### src/rtl/rv32_pkg.sv
// Shared RV32 pipeline definitions used by the branch hazard controller.
//   REG_ADDR_W : architectural register index width
//   X0         : index of the hard-wired zero register
//   hz_state_e : hazard FSM state (RUN = evaluating, HOLD = second load-use stall)
package rv32_pkg;

  localparam int REG_ADDR_W = 5;

  localparam logic [REG_ADDR_W-1:0] X0 = 5'd0;

  typedef enum logic {
    RUN  = 1'b0,
    HOLD = 1'b1
  } hz_state_e;

endpackage

### src/rtl/branch_hazard_unit_if.sv
// Pipeline-side bundle of the ID-stage branch hazard controller.
//   Inputs to the controller : IF/ID branch operands, ID/EX and EX/MEM producer
//                              info, comparator result.
//   Outputs of the controller: PC/IF-ID write enables, ID/EX bubble, IF/ID flush.
//   master : pipeline side (drives operands, receives control)
//   slave  : hazard controller side
interface branch_hazard_unit_if;
  import rv32_pkg::*;

  logic                  IFID_Is_Branch;
  logic [REG_ADDR_W-1:0] IFID_Reg_RS1;
  logic [REG_ADDR_W-1:0] IFID_Reg_RS2;
  logic                  IFID_Uses_RS2;
  logic [REG_ADDR_W-1:0] IDEX_Reg_RD;
  logic                  IDEX_RegWrite;
  logic                  IDEX_MemRead;
  logic [REG_ADDR_W-1:0] EXMEM_Reg_RD;
  logic                  EXMEM_RegWrite;
  logic                  EXMEM_MemRead;
  logic                  Branch_Taken;
  logic                  PC_Write;
  logic                  IFID_Write;
  logic                  IDEX_Bubble;
  logic                  IFID_Flush;

  modport master (
    output IFID_Is_Branch, IFID_Reg_RS1, IFID_Reg_RS2, IFID_Uses_RS2,
           IDEX_Reg_RD, IDEX_RegWrite, IDEX_MemRead,
           EXMEM_Reg_RD, EXMEM_RegWrite, EXMEM_MemRead, Branch_Taken,
    input  PC_Write, IFID_Write, IDEX_Bubble, IFID_Flush
  );

  modport slave (
    input  IFID_Is_Branch, IFID_Reg_RS1, IFID_Reg_RS2, IFID_Uses_RS2,
           IDEX_Reg_RD, IDEX_RegWrite, IDEX_MemRead,
           EXMEM_Reg_RD, EXMEM_RegWrite, EXMEM_MemRead, Branch_Taken,
    output PC_Write, IFID_Write, IDEX_Bubble, IFID_Flush
  );

endinterface

### src/rtl/branch_hazard_unit_dep.sv
// Register dependency detector: flags when a producer writing rd_i feeds one of
// the branch source operands. x0 never creates a dependency; rs2 only counts
// when the branch really reads it.
//   rd_i, wr_i        : producer destination and write-back enable
//   rs1_i, rs2_i      : branch source registers
//   uses_rs2_i        : rs2 is a real operand
//   dep_o             : dependency present
module branch_dep_check
  import rv32_pkg::*;
(
  input  logic [REG_ADDR_W-1:0] rd_i,
  input  logic                  wr_i,
  input  logic [REG_ADDR_W-1:0] rs1_i,
  input  logic [REG_ADDR_W-1:0] rs2_i,
  input  logic                  uses_rs2_i,
  output logic                  dep_o
);

  // Dependency compare against both branch operands
  always_comb begin
    dep_o = 1'b0;
    if (wr_i && (rd_i != X0)) begin
      dep_o = (rd_i == rs1_i) || (uses_rs2_i && (rd_i == rs2_i));
    end else begin
      dep_o = 1'b0;
    end
  end

endmodule

### src/rtl/branch_hazard_unit.sv
// ID-stage branch hazard controller with early branch resolution.
// Stalls PC and IF/ID while a branch operand cannot yet be forwarded, flushes
// IF/ID on a taken branch, and keeps saturating stall/flush counters.
//   clk, rst_n     : clock, asynchronous active-low reset
//   hz             : pipeline bundle (slave side)
//   Clear_Counters : synchronous clear of both counters (beats increments)
//   Stall_Cnt      : saturating count of stall cycles
//   Flush_Cnt      : saturating count of taken-branch flushes
module branch_hazard_unit
  import rv32_pkg::*;
#(
  parameter int CNT_W = 16
) (
  input  logic                 clk,
  input  logic                 rst_n,
  branch_hazard_unit_if.slave  hz,
  input  logic                 Clear_Counters,
  output logic [CNT_W-1:0]     Stall_Cnt,
  output logic [CNT_W-1:0]     Flush_Cnt
);

  localparam logic [CNT_W-1:0] CNT_MAX = {CNT_W{1'b1}};

  hz_state_e        state_q;
  hz_state_e        state_d;
  logic             ex_dep_s;
  logic             mem_dep_s;
  logic             h2_s;
  logic             h1_s;
  logic             stall_s;
  logic             flush_s;
  logic [CNT_W-1:0] stall_cnt_q;
  logic [CNT_W-1:0] flush_cnt_q;

  branch_dep_check u_dep_ex (
    .rd_i       (hz.IDEX_Reg_RD),
    .wr_i       (hz.IDEX_RegWrite),
    .rs1_i      (hz.IFID_Reg_RS1),
    .rs2_i      (hz.IFID_Reg_RS2),
    .uses_rs2_i (hz.IFID_Uses_RS2),
    .dep_o      (ex_dep_s)
  );

  branch_dep_check u_dep_mem (
    .rd_i       (hz.EXMEM_Reg_RD),
    .wr_i       (hz.EXMEM_RegWrite),
    .rs1_i      (hz.IFID_Reg_RS1),
    .rs2_i      (hz.IFID_Reg_RS2),
    .uses_rs2_i (hz.IFID_Uses_RS2),
    .dep_o      (mem_dep_s)
  );

  // Hazard classification; a load in EX (two cycles) takes priority over one-cycle cases
  always_comb begin
    h2_s = 1'b0;
    h1_s = 1'b0;
    if (hz.IFID_Is_Branch) begin
      h2_s = ex_dep_s && hz.IDEX_MemRead;
      h1_s = !h2_s && ((ex_dep_s && !hz.IDEX_MemRead) ||
                       (mem_dep_s && hz.EXMEM_MemRead));
    end else begin
      h2_s = 1'b0;
      h1_s = 1'b0;
    end
  end

  // FSM state register
  always_ff @(posedge clk or negedge rst_n) begin
    if (!rst_n) begin
      state_q <= RUN;
    end else begin
      state_q <= state_d;
    end
  end

  // FSM next state: HOLD covers the second load-use cycle, after which the
  // load has reached MEM/WB and write-through makes it visible
  always_comb begin
    state_d = state_q;
    case (state_q)
      RUN: begin
        if (h2_s) begin
          state_d = HOLD;
        end else begin
          state_d = RUN;
        end
      end
      HOLD:    state_d = RUN;
      default: state_d = RUN;
    endcase
  end

  // FSM outputs (Mealy); a stall masks a taken result since operands are stale
  always_comb begin
    stall_s = 1'b0;
    case (state_q)
      RUN:     stall_s = h1_s || h2_s;
      HOLD:    stall_s = 1'b1;
      default: stall_s = 1'b0;
    endcase
    flush_s        = hz.IFID_Is_Branch && hz.Branch_Taken && !stall_s;
    hz.PC_Write    = !stall_s;
    hz.IFID_Write  = !stall_s;
    hz.IDEX_Bubble = stall_s;
    hz.IFID_Flush  = flush_s;
  end

  // Saturating performance counters; clear overrides increment
  always_ff @(posedge clk or negedge rst_n) begin
    if (!rst_n) begin
      stall_cnt_q <= '0;
      flush_cnt_q <= '0;
    end else if (Clear_Counters) begin
      stall_cnt_q <= '0;
      flush_cnt_q <= '0;
    end else begin
      if (stall_s && (stall_cnt_q != CNT_MAX)) begin
        stall_cnt_q <= stall_cnt_q + CNT_W'(1);
      end else begin
        stall_cnt_q <= stall_cnt_q;
      end
      if (flush_s && (flush_cnt_q != CNT_MAX)) begin
        flush_cnt_q <= flush_cnt_q + CNT_W'(1);
      end else begin
        flush_cnt_q <= flush_cnt_q;
      end
    end
  end

  assign Stall_Cnt = stall_cnt_q;
  assign Flush_Cnt = flush_cnt_q;

endmodule

### src/flat_wrapper.sv
// flat-port wrapper written by rule: the top's interface ports become plain ports
module branch_hazard_unit_flat import rv32_pkg::*;
#(
  parameter int CNT_W = 16
)
  (clk, rst_n, Clear_Counters, Stall_Cnt, Flush_Cnt, hz_IFID_Is_Branch, hz_IFID_Reg_RS1, hz_IFID_Reg_RS2, hz_IFID_Uses_RS2, hz_IDEX_Reg_RD, hz_IDEX_RegWrite, hz_IDEX_MemRead, hz_EXMEM_Reg_RD, hz_EXMEM_RegWrite, hz_EXMEM_MemRead, hz_Branch_Taken, hz_PC_Write, hz_IFID_Write, hz_IDEX_Bubble, hz_IFID_Flush);
  branch_hazard_unit_if hz_i ();
  input  logic clk;
  input  logic rst_n;
  input  logic Clear_Counters;
  output logic [CNT_W-1:0] Stall_Cnt;
  output logic [CNT_W-1:0] Flush_Cnt;
  input wire logic [$bits(hz_i.IFID_Is_Branch)-1:0] hz_IFID_Is_Branch;
  input wire logic [$bits(hz_i.IFID_Reg_RS1)-1:0] hz_IFID_Reg_RS1;
  input wire logic [$bits(hz_i.IFID_Reg_RS2)-1:0] hz_IFID_Reg_RS2;
  input wire logic [$bits(hz_i.IFID_Uses_RS2)-1:0] hz_IFID_Uses_RS2;
  input wire logic [$bits(hz_i.IDEX_Reg_RD)-1:0] hz_IDEX_Reg_RD;
  input wire logic [$bits(hz_i.IDEX_RegWrite)-1:0] hz_IDEX_RegWrite;
  input wire logic [$bits(hz_i.IDEX_MemRead)-1:0] hz_IDEX_MemRead;
  input wire logic [$bits(hz_i.EXMEM_Reg_RD)-1:0] hz_EXMEM_Reg_RD;
  input wire logic [$bits(hz_i.EXMEM_RegWrite)-1:0] hz_EXMEM_RegWrite;
  input wire logic [$bits(hz_i.EXMEM_MemRead)-1:0] hz_EXMEM_MemRead;
  input wire logic [$bits(hz_i.Branch_Taken)-1:0] hz_Branch_Taken;
  output wire logic [$bits(hz_i.PC_Write)-1:0] hz_PC_Write;
  output wire logic [$bits(hz_i.IFID_Write)-1:0] hz_IFID_Write;
  output wire logic [$bits(hz_i.IDEX_Bubble)-1:0] hz_IDEX_Bubble;
  output wire logic [$bits(hz_i.IFID_Flush)-1:0] hz_IFID_Flush;
  assign hz_i.IFID_Is_Branch = hz_IFID_Is_Branch;
  assign hz_i.IFID_Reg_RS1 = hz_IFID_Reg_RS1;
  assign hz_i.IFID_Reg_RS2 = hz_IFID_Reg_RS2;
  assign hz_i.IFID_Uses_RS2 = hz_IFID_Uses_RS2;
  assign hz_i.IDEX_Reg_RD = hz_IDEX_Reg_RD;
  assign hz_i.IDEX_RegWrite = hz_IDEX_RegWrite;
  assign hz_i.IDEX_MemRead = hz_IDEX_MemRead;
  assign hz_i.EXMEM_Reg_RD = hz_EXMEM_Reg_RD;
  assign hz_i.EXMEM_RegWrite = hz_EXMEM_RegWrite;
  assign hz_i.EXMEM_MemRead = hz_EXMEM_MemRead;
  assign hz_i.Branch_Taken = hz_Branch_Taken;
  assign hz_PC_Write = hz_i.PC_Write;
  assign hz_IFID_Write = hz_i.IFID_Write;
  assign hz_IDEX_Bubble = hz_i.IDEX_Bubble;
  assign hz_IFID_Flush = hz_i.IFID_Flush;
  branch_hazard_unit #(.CNT_W(CNT_W)) u_core (.clk(clk), .rst_n(rst_n), .hz(hz_i), .Clear_Counters(Clear_Counters), .Stall_Cnt(Stall_Cnt), .Flush_Cnt(Flush_Cnt));
endmodule
### config.mk
export PLATFORM = sky130hd
export DESIGN_NAME = branch_hazard_unit_flat
export DESIGN_NICKNAME = d
export VERILOG_FILES = /design/src/rtl/rv32_pkg.sv /design/src/rtl/branch_hazard_unit_if.sv /design/src/rtl/branch_hazard_unit_dep.sv /design/src/rtl/branch_hazard_unit.sv /design/src/flat_wrapper.sv
export SDC_FILE = /design/constraint.sdc
export NUM_CORES = 1
export LEC_CHECK = 0
export BUFFER_PORTS_ARGS = -buffer_cell sky130_fd_sc_hd__clkbuf_2
export CAP_MARGIN = 15
export CORE_UTILIZATION = 51
export CTS_CLUSTER_DIAMETER = 40
export DETAILED_ROUTE_END_ITERATION = 6
export HOLD_SLACK_MARGIN = 0.12
export PLACE_DENSITY_LB_ADDON = 0.3
export SLEW_MARGIN = 20
export SYNTH_ARGS = -nofsm -noshare
export SYNTH_HDL_FRONTEND = slang
export SYNTH_SLANG_ARGS = --single-unit
### constraint.sdc
create_clock -name clk -period 2.5 [get_ports clk]
set_input_delay 0.375 -clock clk [delete_from_list [all_inputs] [get_ports clk]]
set_output_delay 0.375 -clock clk [all_outputs]
set_load 0.03 [all_outputs]
* After elaboration in Yosys (flattened, before gate mapping)
Index checks and enable logic that the tools add are counted.
** Word-level totals
- Flip-flop bits (word level) :: 33
- Word-level logic and storage cells :: 46
- Output and inout bits :: 36
** Operators by class
- Reductions and logical operators :: 23
- Equal/unequal tests :: 6
- Bitwise gates (word level) :: 1
- Multiplexer cells :: 11
- Add/sub/neg operators :: 2
** Operators by type and width (count)
- 16-bit two-way mux :: 4
- 16-bit by 1-bit adder with 16-bit output, second input constant :: 2
- 16-bit != test, second input constant :: 2
- 5-bit equality test :: 4
- 1-bit logical AND :: 12
- 5-bit nonzero test :: 2
- 1-bit two-way mux :: 5
- 1-bit logical OR :: 4
- 1-bit one-hot mux with 2 select lines :: 2
- 2-bit nonzero test :: 2
- 1-bit logical NOT :: 3
- 1-bit inverter :: 1

* Depth between registers and ports, before layout
Gate-level depths: netlist (run 1).
- Depth after elaboration :: 15
- Mapped depth :: 10
- Mapped depth without buffers :: 8

* Hierarchy
Synthesis (run 1) repeated with hierarchy kept, for this count alone.
** Second synthesis, totals
- Cell total of the unflattened synthesis :: 239
- Area, all modules :: 2197.1 µm²
** Modules (own cells, without submodules)
- branch_hazard_unit :: times used 1, cells each 205, area an instance 1931.9 µm², seq. area each 825.8 µm²
- branch_dep_check :: times used 2, cells each 17, area an instance 132.6 µm², seq. area each 0.0 µm²

* Worst setup path after synthesis (run 1)
Ideal clock, no wire load.
- Kind :: input port to output port
- From :: in hz_IDEX_Reg_RD[0]
- To :: out hz_IDEX_Bubble
- Stages :: 6
- Path buffers :: 0
- Arrival :: 2.153 ns
- Setup slack :: -0.028 ns
- Required time :: 2.125 ns
- Path through :: or4_1 -> o21a_1 -> clkinv_2 -> o22ai_1 -> a21oi_1 -> inv_1
** On the way
- Cells in the longest elaborated chain, start to end :: 10
- Elaborated cells on any way between the ends :: 16
- Those cells by class :: eq/ne: 2; mux: 4; reduce/logical: 10
** RTL lines
- start, declared :: RTL line flat_wrapper.sv:17 : input wire logic [$bits(hz_i.IDEX_Reg_RD)-1:0] hz_IDEX_Reg_RD;
- 5-bit equality test :: RTL line branch_hazard_unit_dep.sv:23 : dep_o = (rd_i == rs1_i) || (uses_rs2_i && (rd_i == rs2_i));
- 1-bit logical AND :: RTL line branch_hazard_unit_dep.sv:23
- 1-bit logical OR :: RTL line branch_hazard_unit_dep.sv:23
- 1-bit two-way mux (*) :: RTL line branch_hazard_unit_dep.sv:22 : if (wr_i && (rd_i != X0)) begin
- 1-bit logical AND (on tied branches) :: RTL line branch_hazard_unit.sv:58, branch_hazard_unit.sv:59
- 1-bit logical NOT or 1-bit logical OR (tied branches) :: RTL line branch_hazard_unit.sv:59 : h1_s = !h2_s && ((ex_dep_s && !hz.IDEX_MemRead) ||
- 1-bit logical AND :: RTL line branch_hazard_unit.sv:59
- 1-bit two-way mux :: RTL line branch_hazard_unit.sv:57 : if (hz.IFID_Is_Branch) begin
- 1-bit logical OR (*) :: RTL line branch_hazard_unit.sv:97 : RUN: stall_s = h1_s || h2_s;
- 1-bit one-hot mux with 2 select lines (*) :: RTL line branch_hazard_unit.sv:96 : case (state_q)
- end, declared :: RTL line flat_wrapper.sv:26 : output wire logic [$bits(hz_i.IDEX_Bubble)-1:0] hz_IDEX_Bubble;
Mark *: on every way between the ends. The rest lies on a longest branch, timed or not.

* Worst setup path in the final report (run 1)
- From :: reg u_core.stall_cnt_q[3] (netlist: u_core.Stall_Cnt[3])
- To :: reg u_core.stall_cnt_q[9] (netlist: u_core.Stall_Cnt[9])
** On the way
- Cells in the longest elaborated chain, start to end :: 3
- Elaborated cells on any way between the ends :: 6
- Those cells by class :: add/sub: 1; eq/ne: 1; mux: 2; reduce/logical: 2
** RTL lines
- start, declared :: RTL line branch_hazard_unit.sv:32 : logic [CNT_W-1:0] stall_cnt_q;
- start signal, assigned :: RTL line branch_hazard_unit.sv:118 : stall_cnt_q <= stall_cnt_q + CNT_W'(1);
- start signal, assigned :: RTL line branch_hazard_unit.sv:120 : stall_cnt_q <= stall_cnt_q;
- 16-bit by 1-bit adder with 16-bit output or 16-bit != test (tied branches) :: RTL line branch_hazard_unit.sv:118, branch_hazard_unit.sv:117
- 16-bit two-way mux or 1-bit logical AND (tied branches) :: RTL line branch_hazard_unit.sv:117 : if (stall_s && (stall_cnt_q != CNT_MAX)) begin
- 16-bit two-way mux or 2-bit nonzero test (tied branches)
Parallel ways exist; a longest one is shown, timed or not. The select of a mux whose other input is x is not followed.
A chain may end at the register's enable or synchronous reset.

==> impl_metrics.env, run 1 <==
export IMPL_status="completed"
export IMPL_ant_nets=0
export IMPL_tns_ns=0
export IMPL_tritoncts="done"
export IMPL_synth_xor_area_share_pct=10.8
export IMPL_initial_core_util_pct=55.4
export IMPL_area_growth_pct=24.5
export IMPL_use_met2_pct=39.8
export IMPL_n_antenna_cell=0
export IMPL_r2r_slack_ns=0.24
export IMPL_area_sequential_um2=826
export IMPL_drv_slew=0
export IMPL_vias=1988
export IMPL_arrival_ns=2.43
export IMPL_synth_fa_ha_area_share_pct=1.19
export IMPL_post_route_period_util_pct=90.5
export IMPL_ys_types=45
export IMPL_gr_total_overflow=0
export IMPL_yosysSeqAreaShare_pct=39.3
export IMPL_timing_rr_start="u_core.Stall_Cnt[3]"
export IMPL_clock_latency_ns=0.28
export IMPL_ios=66
export IMPL_drive_gt1_share_pct=30.4
export IMPL_grtUsageMet3_pct=6.38
export IMPL_worstSetupPathType="reg2reg"
export IMPL_rows=22
export IMPL_async_reset_ff_share_pct=100
export IMPL_die_height_um=66.2
export IMPL_leakagePower_nw=1.23
export IMPL_cts_sinks=33
export IMPL_gr_usage_met1_pct=32.4
export IMPL_hold_buffers=0
export IMPL_hold_path_class="in2async"
export IMPL_cp_required_ns=2.67
export IMPL_min_period_ns=2.26
export IMPL_antenna_found_initial=0
export IMPL_route_detailed_drc=0
export IMPL_die_area_um2=4390
export IMPL_multi_input_area_um2=1200
export IMPL_dp_cells=343
export IMPL_worstRegToRegCells=8
export IMPL_worst_path_max_fanout=17
export IMPL_core_um2=3800
export IMPL_place_gp_congestion=0.851
export IMPL_cts_root_buf="clkbuf_8"
export IMPL_hold_violations=0
export IMPL_max_slew_worst_pin_slew_ns=0.814
export IMPL_drt_total_wl_um=4820
export IMPL_clockBufferDepth=2
export IMPL_cts_buffers=5
export IMPL_synth_compound_area_share_pct=15.0
export IMPL_post_cts_repair_setup_buffers=0
export IMPL_setup_viol=0
export IMPL_top_usage_layer="met2"
export IMPL_r2r_end="u_core.Stall_Cnt[9]"
export IMPL_yosys_warnings=0
export IMPL_synth_cells=233
export IMPL_place_hpwl_um=3600
export IMPL_syn_area_per_cell_um2=9.03
export IMPL_layoutNonFillerInstCount=351
export IMPL_slew_headroom_pct=45.7
export IMPL_syn_area_um2=2100
export IMPL_utilization_pct=68.9
export IMPL_fillers=320
export IMPL_synth_nets=265
export IMPL_cp_end_kind="register"
export IMPL_ctsHtreeMaxLevel=2
export IMPL_max_vdd_ir_drop_mv=0.271
export IMPL_grt_max_degree=45
export IMPL_synth_seq_cells=33
export IMPL_ctsResizeCount=0
export IMPL_drtIter0Drc=189
export IMPL_synth_top_family_by_area="simple AND/OR/NAND/NOR gates"
export IMPL_grt_pass1_wl_um=8190
export IMPL_synth_edf_count=0
export IMPL_clk_pin_slew_ns=0.06
export IMPL_grt_pass1_vias=1847
export IMPL_gr_usage_all_layers_pct=24.8
export IMPL_power_density_nw_per_um2=453
export IMPL_port_buffer_count=65
export IMPL_nets=334
export IMPL_max_cap_violations=0
export IMPL_grt_setup_unrepaired="false"
export IMPL_synth_simple_area_share_pct=26.1
export IMPL_route_detailed_wl_per_inst_um=13.7
export IMPL_max_freq_mhz=442
export IMPL_viasPerCell=5.66
export IMPL_firstDrtPassIters=4
export IMPL_crit_path_start_kind="register"
export IMPL_synth_flop_cell="dfrtp_1"
export IMPL_synth_area_mux_share_pct=3.69
export IMPL_die_w_um=66.2
export IMPL_skew_ns=0.00746
-- critical path: stages, from the launching register on --
cell and delay [ns]:
dfrtp_1 0.46, nand3_1 0.18, nor3_2 0.30, nand4_1 0.18
and2_1 0.21, a22o_1 0.22, buf_12 0.16, nand4_1 0.10
mux2_2 0.34
-- cells in the final DEF, fill, tap and decap left out, types with 4 or more instances in the layout --
cell      instances
clkbuf_2         65
dfrtp_1          33
nor2_1           26
xor2_1           23
a21oi_1          14
nand2_1          12
nand4_1          12
nor3_1            8
or3_1             8
inv_1             8
nand3_1           8
o21ai_0           8
nor2b_1           6
mux2_2            6
clkbuf_8          6
buf_4             5
or4_1             4
nor4_1            4
a311oi_1          4
a41o_1            4
-- routing by layer --
metal  wire (um)  part of all wire [%]
met2        2290                    48
met1        2160                    45
met4          52                   1.1
met5           0                     0
met3         312                   6.5
-- synth_stat cells, types with 2 or more instances --
library cell	count	area [um^2]
nor4_1	4	25.0
a41o_1	4	40.0
inv_1	8	30.0
a32oi_1	2	17.5
nor3_1	8	40.0
clkbuf_1	5	18.8
buf_2	2	10.0
mux2_2	6	67.6
xnor2_1	3	26.3
nand3b_1	2	15.0
dfrtp_1	33	826
xor2_1	23	201
nand3_1	8	40.0
and2_1	3	18.8
a31o_2	2	17.5
nand4_1	12	75.1
o21ai_0	8	40.0
nand2_1	12	45.0
nor2b_1	6	37.5
ha_1	2	25.0
o31ai_1	3	22.5
or4_1	4	30.0
nor2_1	26	97.6
and3_1	2	12.5
a311oi_1	4	35.0
or3_1	8	50.1
a21oi_1	15	75.1
-- power breakdown --
part	internal, W	switching [W]	total [W]	leakage [nW]
Clock	0.000325	0.000185	0.000509	0.0585
Sequential	0.000537	0.00000378	0.000541	0.460
Combinational	0.0000529	0.0000842	0.000137	0.715
Total	0.000915	0.000273	0.00119	1.23
-- how the worst max path moves through the flow --
stage	from	to	slack, ns	depth (start not counted)
after floorplan	u_core.Stall_Cnt[3]	u_core.Stall_Cnt[5]	0.23	8
after global placement	hz_IDEX_Reg_RD[2]	u_core.Stall_Cnt[15]	0.11	8
after detailed placement	hz_IDEX_Reg_RD[2]	u_core.Stall_Cnt[15]	0.04	8
after CTS	u_core.Stall_Cnt[3]	u_core.Stall_Cnt[11]	0.24	8
after global routing	u_core.Stall_Cnt[3]	u_core.Stall_Cnt[9]	0.008	8
final	u_core.Stall_Cnt[3]	u_core.Stall_Cnt[9]	0.24	8
-- logic make-up after synthesis --
| family | after synthesis |
|---|---|
| AOI/OAI and AO/OA | 45 |
| adders and majority gates | 2 |
| DFF | 33 |
| and+or+nand+nor | 102 |
| buffers and inverters | 18 |
| muxes | 7 |
| xor gates and xnor gates | 26 |
-- registers in the layout, summed over array words and instances, names as in the netlist --
| signal | count |
|---|---|
| u_core.Stall_Cnt | 16 |
| u_core.state_q | 1 |
| u_core.Flush_Cnt | 16 |
-- through the flow --
| step | instance area [um^2] | worst slack (ns) | power, W | hold WS (ns) |
|---|---|---|---|---|
| final | 2620 | 0.238 | 0.00119 | 0.176 |
| after global routing | 2620 | 0.00848 | 0.00123 | 0.243 |
| after CTS | 2620 | 0.237 | 0.00120 | 0.203 |
| after detailed placement | 2500 | 0.0369 | 0.000688 | 0.503 |
| after global placement | 2500 | 0.111 | 0.000685 | 0.508 |
| after floorplan | 2110 | 0.230 | 0.000625 | 0.0794 |
-- cell type report --
type	instances	area share (%)
well taps	48	2.29
flip-flops and latches	33	31.5
repair buffers	71	14.6
multi-input cells	182	45.8
clock inverters	1	1.15
inverters	9	1.34
clock buffers	7	3.30
No activity file was read; power rests on OpenSTA's default activity.
==> run 2: changes to the inputs <==
==> constraint.sdc (replaced) <==
create_clock -name clk -period 2.43 [get_ports clk]
set_input_delay 0.3645 -clock clk [delete_from_list [all_inputs] [get_ports clk]]
set_output_delay 0.3645 -clock clk [all_outputs]
set_load 0.03 [all_outputs]
==> run 2 against run 1 <==
Combinational power is 3% higher. Routed wire length shrank 1.7%. Global-route usage fell by 1.6 points. First-iteration DRC count shrank 43%.
==> impl_metrics.env, run 2 (synthesis gave the netlist of run 1 again) <==
export IMPL_nets=336
export IMPL_arrival_ns=1.93
export IMPL_fillers=313
export IMPL_core_um2=3800
export IMPL_gr_total_overflow=0
export IMPL_grt_pass1_vias=1743
export IMPL_power_density_nw_per_um2=494
export IMPL_vias=2022
export IMPL_worstSetupPathType="in2out"
export IMPL_post_cts_repair_setup_buffers=0
export IMPL_max_cap_violations=0
export IMPL_multi_input_area_um2=1200
export IMPL_die_w_um=66.2
export IMPL_rows=22
export IMPL_grt_max_degree=34
export IMPL_max_vdd_ir_drop_mv=0.275
export IMPL_fin_ws_ns=0.134
export IMPL_status="completed"
export IMPL_post_route_period_util_pct=94.5
export IMPL_max_slew_worst_pin_slew_ns=0.818
export IMPL_tritoncts="done"
export IMPL_gr_usage_all_layers_pct=23.2
export IMPL_firstDrtPassIters=4
export IMPL_final_cell_mix="clkbuf_2 (65), dfrtp_1 (33), nor2_1 (26), xor2_1 (23), a21oi_1 (14)"
export IMPL_hold_path_class="in2async"
export IMPL_critPathSlowestCell="or4_1"
export IMPL_drive_gt1_share_pct=31.1
export IMPL_grt_setup_unrepaired="false"
export IMPL_clockPowerShare_pct=46.7
export IMPL_final_common_cell="clkbuf_2"
export IMPL_drt_total_wl_um=4730
export IMPL_setup_viol=0
export IMPL_cp_end_kind="primary output"
export IMPL_cp_required_ns=2.07
export IMPL_p_int_w=0.00102
export IMPL_crit_top_cell="clkbuf_2"
export IMPL_cp_cell_sequence="clkbuf_2, or4_1, o21a_1, clkinv_2, o22ai_1, buf_4, a21oi_2, inv_1, clkbuf_2"
export IMPL_initial_core_util_pct=55.4
export IMPL_power_switching_share_pct=22.4
export IMPL_drtIter0Drc=108
export IMPL_finalPower_w=0.00131
export IMPL_leakagePower_nw=1.25
export IMPL_route_detailed_drc=0
export IMPL_power_frac_comb_pct=10.8
export IMPL_viasPerCell=5.73
export IMPL_grt_pass1_wl_um=7610
export IMPL_skew_ns=0.00616
export IMPL_p_sw_w=0.000294
export IMPL_antenna_found_initial=0
export IMPL_max_stage_delay_ns=0.52
export IMPL_cts_buffers=5
export IMPL_ctsResizeCount=0
export IMPL_place_gp_congestion=0.848
export IMPL_crit_path_start_kind="input port"
export IMPL_fin_hold_ws_ns=0.162
export IMPL_clk_pin_slew_ns=0.07
export IMPL_clock_latency_ns=0.29
export IMPL_area_sequential_um2=826
export IMPL_hold_violations=0
export IMPL_postLayoutCellArea_um2=2650
export IMPL_ant_nets=0
export IMPL_cts_sinks=33
export IMPL_n_antenna_cell=0
export IMPL_seqPwrFrac_pct=42.5
export IMPL_place_area_um2=2520
export IMPL_place_hpwl_um=3520
export IMPL_hold_buffers=0
export IMPL_cts_root_buf="clkbuf_8"
export IMPL_area_growth_pct=26.1
export IMPL_min_period_ns=2.30
export IMPL_ctsHtreeMaxLevel=2
export IMPL_dp_slack_ns=0.0707
export IMPL_worst_path_max_fanout=3
export IMPL_ios=66
export IMPL_tns_ns=0
export IMPL_die_area_um2=4390
export IMPL_die_height_um=66.2
export IMPL_max_freq_mhz=435
export IMPL_route_detailed_wl_per_inst_um=13.4
export IMPL_slew_headroom_pct=45.5
export IMPL_port_buffer_count=65
export IMPL_clockBufferDepth=2
export IMPL_drv_slew=0
==> run 2: worst paths after layout <==
path                                             end                 from  slack, ns  cells past startpoint
worst max-delay path                  hz_IDEX_Bubble    hz_IDEX_Reg_RD[0]       0.13                      9
worst min-delay path             u_core.Flush_Cnt[3]                rst_n       0.16                      1
worst max register to register  u_core.Stall_Cnt[11]  u_core.Stall_Cnt[3]       0.19                      8
worst min register to register   u_core.Flush_Cnt[8]  u_core.Flush_Cnt[8]       0.58                      2
max in group asynchronous        u_core.Flush_Cnt[6]                rst_n       1.76                      1
min in group clk                      u_core.state_q      hz_IDEX_MemRead       0.31                      3
==> run 2: worst max-delay path: cells and delay by family <==
family / cells / cell delay [ns]
AO/OA/AOI/OAI: 3 / 0.47
AND/OR/NAND/NOR: 1 / 0.52
buffers and inverters: 5 / 0.57
==> run 2: metal layers <==
layer  up-vias  part of all wire, %  GRT usage (%)
met4         0                  1.5           9.57
met3         7                  4.9           4.14
met2        58                   48           37.6
met5         -                    0              0
met1       956                   46           30.2
li1       1001                    -              -
==> run 2: layout make-up <==
| type | count | share of cell area, % |
|---|---|---|
| clock inverters | 3 | 2.45 |
| inverters | 9 | 1.32 |
| multi-input cells | 182 | 45.2 |
| repair buffers | 73 | 15.0 |
| flip-flops and latches | 33 | 31.1 |
| well taps | 48 | 2.27 |
| clock buffers | 5 | 2.60 |
==> run 2: power groups by stage <==
| stage | combinational, W | sequential [W] | clock (W) |
|---|---|---|---|
| CTS | 0.000143 | 0.000556 | 0.000621 |
| floorplan | 0.0000712 | 0.000572 | 0 |
| detailed placement | 0.000143 | 0.000567 | 0 |
| finish | 0.000141 | 0.000557 | 0.000611 |
| global route | 0.000158 | 0.000556 | 0.000643 |
| global placement | 0.000140 | 0.000566 | 0 |
==> run 2: metrics by stage <==
step / cells / util, %
6_report: 353 / 69.8
5_1_grt: 353 / 69.8
4_1_cts: 353 / 69.8
3_5_place_dp: 345 / 66.3
3_3_place_gp: 345 / 66.3
2_1_floorplan: 233 / -
